`config.mk`:
```
export PLATFORM = sky130hd
export DESIGN_NAME = mbox_mem_seq
export DESIGN_NICKNAME = d
export VERILOG_FILES = /design/src/rtl/mbox_mem_seq.sv
export SDC_FILE = /design/constraint.sdc
export NUM_CORES = 1
export LEC_CHECK = 0
export BUFFER_PORTS_ARGS = -buffer_cell sky130_fd_sc_hd__buf_4
export CORE_UTILIZATION = 45
export CTS_BUF_LIST = sky130_fd_sc_hd__clkbuf_2
export DETAILED_ROUTE_END_ITERATION = 10
export GPL_TIMING_DRIVEN = 1
export MAX_ROUTING_LAYER = met4
export PLACE_DENSITY = 0.76
export SLEW_MARGIN = 5
export SYNTH_ARGS = -nofsm -noshare
export SYNTH_HDL_FRONTEND = slang
export SYNTH_SLANG_ARGS = --single-unit
export TNS_END_PERCENT = 100
```
`constraint.sdc`:
```
create_clock -name clk -period 1.8 [get_ports clk]
set_clock_uncertainty 0.15 [all_clocks]
set_input_delay 0 -clock clk [delete_from_list [all_inputs] [get_ports clk]]
set_output_delay 0 -clock clk [all_outputs]
set_load 0.02 [all_outputs]
```
`src/rtl/mbox_mem_seq.sv`:
```
// MBOX memory sequencer: accepts one read, write or read-pause-write request at a time
// and runs the memory handshake with programmable wait states and odd parity.
module mbox_mem_seq #(
    parameter int MEM_WORDS   = 65536,
    parameter int WAIT_CYCLES = 2
) (
    input  logic        clk,
    input  logic        resetN,
    input  logic        req,
    input  logic        read,
    input  logic        write,
    input  logic [21:0] adr,
    input  logic [35:0] wrData,
    output logic        busy,
    output logic        ack,
    output logic [35:0] rdData,
    output logic        nxmErr,
    output logic        parErr,
    input  logic        errClr,
    output logic        memEn,
    output logic        memWe,
    output logic [21:0] memAdr,
    output logic [36:0] memWrData,
    input  logic [36:0] memRdData
);

    typedef enum logic [1:0] {IDLE, RD, WR, ACK} state_t;

    localparam logic [3:0] WAIT_LD = 4'(WAIT_CYCLES);

    state_t      r_state;
    logic [3:0]  r_cnt;
    logic        r_doWrite;
    logic        r_busy;
    logic        r_ack;
    logic [35:0] r_rdData;
    logic        r_nxmErr;
    logic        r_parErr;
    logic        r_memEn;
    logic        r_memWe;
    logic [21:0] r_memAdr;
    logic [36:0] r_memWrData;

    logic w_accept;
    logic w_nxm;
    logic w_rdParOk;

    assign w_accept  = req & (read | write);
    assign w_nxm     = {10'd0, adr} >= 32'(MEM_WORDS);
    assign w_rdParOk = ^memRdData;

    // errClr is applied first so that any error set later in this block overrides it.
    always_ff @(posedge clk or negedge resetN) begin
        if (!resetN) begin
            r_state     <= IDLE;
            r_cnt       <= 4'd0;
            r_doWrite   <= 1'b0;
            r_busy      <= 1'b0;
            r_ack       <= 1'b0;
            r_rdData    <= 36'd0;
            r_nxmErr    <= 1'b0;
            r_parErr    <= 1'b0;
            r_memEn     <= 1'b0;
            r_memWe     <= 1'b0;
            r_memAdr    <= 22'd0;
            r_memWrData <= 37'd0;
        end else begin
            r_ack <= 1'b0;
            if (errClr) begin
                r_nxmErr <= 1'b0;
                r_parErr <= 1'b0;
            end
            case (r_state)
                IDLE: begin
                    if (w_accept) begin
                        r_busy    <= 1'b1;
                        r_doWrite <= write;
                        r_rdData  <= 36'd0;
                        if (write) begin
                            r_memWrData <= {~(^wrData), wrData};
                        end
                        if (w_nxm) begin
                            r_state  <= ACK;
                            r_ack    <= 1'b1;
                            r_nxmErr <= 1'b1;
                        end else begin
                            r_state  <= read ? RD : WR;
                            r_cnt    <= WAIT_LD;
                            r_memEn  <= 1'b1;
                            r_memWe  <= ~read;
                            r_memAdr <= adr;
                        end
                    end
                end
                RD: begin
                    if (r_cnt == 4'd0) begin
                        r_rdData <= memRdData[35:0];
                        if (!w_rdParOk) begin
                            r_parErr <= 1'b1;
                        end
                        if (r_doWrite) begin
                            r_state <= WR;
                            r_cnt   <= WAIT_LD;
                            r_memWe <= 1'b1;
                        end else begin
                            r_state <= ACK;
                            r_ack   <= 1'b1;
                            r_memEn <= 1'b0;
                        end
                    end else begin
                        r_cnt <= r_cnt - 4'd1;
                    end
                end
                WR: begin
                    if (r_cnt == 4'd0) begin
                        r_state <= ACK;
                        r_ack   <= 1'b1;
                        r_memEn <= 1'b0;
                        r_memWe <= 1'b0;
                    end else begin
                        r_cnt <= r_cnt - 4'd1;
                    end
                end
                ACK: begin
                    r_state <= IDLE;
                    r_busy  <= 1'b0;
                end
            endcase
        end
    end

    assign busy      = r_busy;
    assign ack       = r_ack;
    assign rdData    = r_rdData;
    assign nxmErr    = r_nxmErr;
    assign parErr    = r_parErr;
    assign memEn     = r_memEn;
    assign memWe     = r_memWe;
    assign memAdr    = r_memAdr;
    assign memWrData = r_memWrData;

endmodule

```
### Word-level counts from Yosys, hierarchy flattened

Cells that the tools add are included.

| storage, ports and cells | value |
|---|---|
| register bits | 108 |
| latch bits | 0 |
| bits in writable memories | 0 |
| memory bits (read-only) | 0 |
| output and inout port bits | 101 |
| memories kept | 0 |

| cells by class | value |
|---|---|
| add/subtract/negate cells | 1 |
| multipliers | 0 |
| div/mod/pow operators | 0 |
| magnitude comparators | 1 |
| equal/unequal tests | 11 |
| shifts and indexed selects | 0 |
| mux-type cells | 43 |
| bitwise gates (word level) | 5 |
| reductions and logical operators | 16 |

Operator list:

| kind | number |
|---|---|
| $mux 36 | 2 |
| $pmux 36 s2 | 1 |
| $reduce_xor 37->1 | 1 |
| $reduce_xor 36->1 | 1 |
| $mux 1 | 24 |
| $ge 22x17->1 const B | 1 |
| $mux 4 | 5 |
| $ne 2x2->1 const B | 7 |
| $pmux 4 s3 | 1 |
| $reduce_and 3->1 | 4 |
| $reduce_and 6->1 | 2 |
| $mux 2 | 5 |
| $pmux 1 s3 | 3 |
| $pmux 2 s4 | 1 |
| $reduce_and 5->1 | 1 |
| $eq 2x2->1 const B | 2 |
| $logic_not 4->1 | 1 |
| $reduce_and 2->1 | 2 |
| $reduce_bool 2->1 | 2 |
| $sub 4x1->4 const B | 1 |
| $ne 3x3->1 const B | 1 |
| $not 1->1 | 3 |
| $reduce_bool 3->1 | 1 |
| $eq 2x1->1 const B | 1 |
| other kinds (4) | 4 |

### Depth between registers and ports, before layout

| depth | value |
|---|---|
| depth after elaboration | 4 |
| depth in mapped cells | 8 |

### Worst setup path after synthesis

Ideal clock, no wire load.

| timing | value |
|---|---|
| path type | register to register |
| start point | reg r_state[0] |
| end point | reg r_memWrData[29], in the netlist memWrData[29] |
| library setup time | 128 ps |
| data arrival time | 1,673 ps |
| data required time | 1,522 ps |
| slack | -151 ps |
| cell stages (with the launch flop) | 7 |
| period minus slack after synthesis | 1,951 ps |
| path through | dfrtp_1 -> inv_1 -> ha_1 -> nand3_1 -> clkbuf_1 -> buf_2 -> mux2_1 |

| on the way | value |
|---|---|
| longest elaborated chain between the ends | 2 |

RTL lines:

| element | RTL line | RTL |
|---|---|---|
| start: declaration | 31 | `state_t r_state;` |
| start signal: assignment | 87 | `r_state <= read ? RD : WR;` |
| $logic_not 2->1 | 73 | `case (r_state)` |
| $reduce_and 3->1 (no source line) | - |  |
| end signal: assignment | 80 | `r_memWrData <= {~(^wrData), wrData};` |
| end: declaration | 42 | `logic [36:0] r_memWrData;` |

No other way between the ends.
A chain may end at the register's enable or synchronous reset.

### Worst setup path in the final report

| timing | value |
|---|---|
| start point | reg r_cnt[0] |
| end point | reg r_rdData[30], in the netlist rdData[30] |

| on the way | value |
|---|---|
| longest elaborated chain between the ends | 3 |

RTL lines:

| element | RTL line | RTL |
|---|---|---|
| start: declaration | 32 | `logic [3:0] r_cnt;` |
| start signal: assignment | 111 | `r_cnt <= r_cnt - 4'd1;` |
| start signal: assignment | 121 | `r_cnt <= r_cnt - 4'd1;` |
| $logic_not 4->1 | 96 | `if (r_cnt == 4'd0) begin` |
| $ne 2x2->1 (no source line) | - |  |
| $reduce_and 3->1 (no source line) | - |  |
| end signal: assignment | 97 | `r_rdData <= memRdData[35:0];` |
| end: declaration | 36 | `logic [35:0] r_rdData;` |

No other way between the ends.

==> reports/metrics.json <==
{
  "status": {"value": "finished, violations left"},
  "failed_checks": {"value": "setup timing"},
  "synth_cell_type_count": {"value": 34},
  "synth_largest_area_cell": {"value": "sky130_fd_sc_hd__dfrtp_1"},
  "routedWlPerCell": {"value": 19.0, "unit": "um"},
  "number_of_synthesized_flops_with_an_enable_pin": {"value": 0},
  "max-cap-violations": {"value": 0},
  "clock_path_buffers": {"value": 2},
  "tritoncts": {"value": "built"},
  "drt-pass1-iter-count": {"value": 5},
  "fill_cells": {"value": 526},
  "globalRoute.totalOverflow": {"value": 0},
  "insertedDiodeCount": {"value": 0},
  "drt_iter0_drc": {"value": 231},
  "num_rows": {"value": 37},
  "final.period_utilization": {"value": 1.09},
  "final_min_period": {"value": 1.96, "unit": "ns"},
  "post-synth-top-area-fraction": {"value": 0.560},
  "final_net_count": {"value": 860},
  "grt_antenna_before_repair": {"value": 0},
  "leakage": {"value": 4.20, "unit": "nW"},
  "synth-async-reset-ratio": {"value": 1.00},
  "seq_power_share": {"value": 0.331},
  "post_synth_main_area_contributors": {"value": "sky130_fd_sc_hd__dfrtp_1, sky130_fd_sc_hd__xnor2_1, sky130_fd_sc_hd__mux2_2"},
  "combinationalPowerShare": {"value": 0.580},
  "netlist_top_cells_count": {"value": "sky130_fd_sc_hd__dfrtp_1, sky130_fd_sc_hd__xnor2_1, sky130_fd_sc_hd__a22o_1"},
  "area_of_the_die": {"value": 11100, "unit": "um2"},
  "swShare": {"value": 0.393},
  "clock_sinks": {"value": 108},
  "switching_power_of_the_nets": {"value": 4.28, "unit": "mW"},
  "power.density": {"value": 1250, "unit": "nW/um2"},
  "die_x": {"value": 106, "unit": "um"},
  "cp-end-kind": {"value": "flip-flop"},
  "io_buffers": {"value": 201},
  "area_of_the_mapped_netlist": {"value": 4820, "unit": "um2"},
  "io_pins": {"value": 202},
  "via_per_inst": {"value": 5.08},
  "synthesis.yosys.warnings": {"value": 0},
  "grt_first_pass_wirelength": {"value": 23200, "unit": "um"},
  "critical_path_class": {"value": "reg -> reg"},
  "synth.avg_cell_area": {"value": 13.1, "unit": "um2"},
  "synth_seq_area_share": {"value": 0.560},
  "worst_path_largest_cell_delay": {"value": 0.47, "unit": "ns"},
  "dp_hpwl": {"value": 8270, "unit": "um"},
  "cp_slowest_cell": {"value": "sky130_fd_sc_hd__dfrtp_1"},
  "areaGrowthSynthToFinish": {"value": 80.1, "unit": "%"},
  "worstPathCellList": {"value": "inv_2 -> ha_4 -> nor3b_4 -> nor2b_2 -> a21oi_2 -> o21ai_4 -> clkbuf_16 -> a22o_1"},
  "netlist_instances": {"value": 369},
  "cts_htree_levels": {"value": 3},
  "fmax": {"value": 0.511, "unit": "GHz"},
  "crit_fanout": {"value": 7},
  "synth.net_count": {"value": 476},
  "maxSlewHeadroom": {"value": 0.631},
  "gpl.final_weighted_congestion": {"value": 0.831},
  "p_int": {"value": 6.60, "unit": "mW"},
  "critPathRequiredTime": {"value": 2.15, "unit": "ns"},
  "final.setup.tns": {"value": -4.32, "unit": "ns"},
  "floorplan.core_area": {"value": 10400, "unit": "um2"},
  "setup_viol_count_final": {"value": 38},
  "primary_ff_master_synth": {"value": "sky130_fd_sc_hd__dfrtp_1"},
  "postRouteWirelength": {"value": 17000, "unit": "um"},
  "cts.reportedPaths.clkPinSlew": {"value": 0.29, "unit": "ns"},
  "grt.total_usage": {"value": 0.280},
  "worst_skew_pair.late_latency": {"value": 0.57, "unit": "ns"},
  "grt_start_max_net_pins": {"value": 43},
  "timing_hold_violations_final": {"value": 0},
  "cts_buffers": {"value": 9},
  "min-delay-path-class": {"value": "in -> reg"},
  "grt_pass1_vias": {"value": 4615},
  "peakVddDrop": {"value": 828, "unit": "uV"},
  "timing_max_transition_violations_final": {"value": 0},
  "drt.antenna.violating_nets": {"value": 0},
  "yosys.cell_count.top_type": {"value": "sky130_fd_sc_hd__dfrtp_1"},
  "power.share.clock": {"value": 0.089},
  "die_y": {"value": 106, "unit": "um"},
  "cp_data_arrival_time": {"value": 2.31, "unit": "ns"},
  "drc": {"value": 0},
  "ctsRootBufferMaster": {"value": "sky130_fd_sc_hd__clkbuf_2"},
  "via_count": {"value": 4539},
  "worst_hold_slack_after_final_layout": {"value": 0.0544, "unit": "ns"},
  "grt_setup_unrepaired": {"value": "true"},
  "worst_setup_sp_type": {"value": "flip-flop"},
  "fraction_of_final_layout_cells_with_drive_strength_greater_than_1": {"value": 0.413},
  "slew_at_the_pin_closest_to_its_max_slew_limit": {"value": 0.550, "unit": "ns"},
  "initial_core_util": {"value": 0.465},
  "post-route-worst-setup-slack": {"value": -0.157, "unit": "ns"},
  "synth.ff_latch_count": {"value": 108}
}
placed cells by master (no fill, tap or decap), drive strengths merged:
cell	count
nor3	1
o31ai	1
nand4	1
buf	233
or2	1
nor3b	1
mux2i	1
a22o	37
clkinv	1
o21a	2
nor2	10
xnor2	58
xor2	9
nand3	4
nand2	11
or4	1
a21oi	9
xnor3	2
dlygate4sd3	149
mux2	53
clkinvlp	3
ha	6
o22ai	1
nand2b	2
inv	9
clkbuf	17
o21ai	14
dfrtp	108
a31oi	1
o221ai	1
nor2b	4
and2	6
power groups by stage:
| stage | Combinational [mW] | Clock [mW] | Sequential (mW) |
|---|---|---|---|
| after floorplan | 2.08 | 0 | 4.35 |
| after global placement | 4.76 | 0 | 3.55 |
| after detailed placement | 4.89 | 0 | 3.58 |
| after CTS | 5.32 | 0.972 | 3.54 |
| after global routing | 6.66 | 1.08 | 3.67 |
| final | 6.31 | 0.971 | 3.60 |
metrics by stage:
| stage | instances | setup slack (ns) | area (um2) | total power [mW] | util |
|---|---|---|---|---|---|
| after global routing | 893 | -0.222 | 8690 | 11.4 | 0.838 |
| after floorplan | 369 | -0.0339 | 4840 | 6.43 | - |
| after detailed placement | 708 | -0.00867 | 6650 | 8.47 | 0.642 |
| after CTS | 861 | -0.0270 | 8210 | 9.83 | 0.791 |
| after global placement | 708 | 0.0314 | 6650 | 8.31 | 0.642 |
| final | 893 | -0.157 | 8690 | 10.9 | 0.838 |
layer usage:
| layer | track usage | share of wire |
|---|---|---|
| met1 | 0.329 | 0.39 |
| met4 | 0.0853 | 0.028 |
| met2 | 0.485 | 0.52 |
| met5 | - | 0 |
| met3 | 0.0575 | 0.061 |
logic make-up after synthesis:
kind of cell             share of synthesized area
AND/OR/NAND/NOR                             0.0438
AO/OA/AOI/OAI                                0.101
XOR/XNOR                                     0.133
flip-flops                                   0.560
adder cells (fa/ha/maj)                     0.0156
multiplexers                                 0.126
buffers and inverters                       0.0213
worst max-delay path: cells and delay by family (launching register included):
kind            cells  cell delay [ns]
flops               1             0.47
buf+inv             2             0.30
compound gates      3             0.55
simple gates        2             0.29
fa+ha+maj           1             0.13
sequential cells by signal, indices dropped and copies added, names as in the netlist, 2 cells and up:
name	cells
memAdr	22
memWrData	37
r_cnt	4
rdData	36
r_state	2
what timing repair did:
| item | CTS | global route |
|---|---|---|
| gates resized for setup | 10 | 26 |
| buffers inserted | 3 | 4 |
| setup endpoints to repair | 52 | 57 |
| hold buffers | 132 | 18 |
| endpoints found under the hold margin | 210 | 18 |
| pin swaps | 0 | 32 |
| cloned | 3 | 10 |
path summary, 6_finish.rpt:
| check | cells past startpoint | endpoint | slack [ns] | start |
|---|---|---|---|---|
| hold reg to reg | 1 | memWrData[34]$_DFFE_PN0P_ | 0.38 | memWrData[34]$_DFFE_PN0P_ |
| setup / recovery | 8 | rdData[30]$_DFFE_PN0P_ | -0.16 | r_cnt[0]$_DFFE_PN0P_ |
| max in group asynchronous | 4 | memWrData[28]$_DFFE_PN0P_ | 0.90 | resetN |
| setup reg to reg | 8 | rdData[30]$_DFFE_PN0P_ | -0.16 | r_cnt[0]$_DFFE_PN0P_ |
| hold / removal | 3 | rdData[14]$_DFFE_PN0P_ | 0.05 | memRdData[14] |
| min in group asynchronous | 4 | r_cnt[0]$_DFFE_PN0P_ | 0.33 | resetN |
area by class of cell:
type,count,area [um2],share of cell area
Multi-Input combinational cell,237,2130,0.245
Tap cell,136,170,0.0196
Clock buffer,11,55.1,0.00634
Inverter,9,33.8,0.00389
Sequential cell,108,2700,0.311
Clock inverter,4,27.5,0.00317
Timing Repair Buffer,388,3570,0.411
Note: power is estimated with default switching activity, not from simulation.
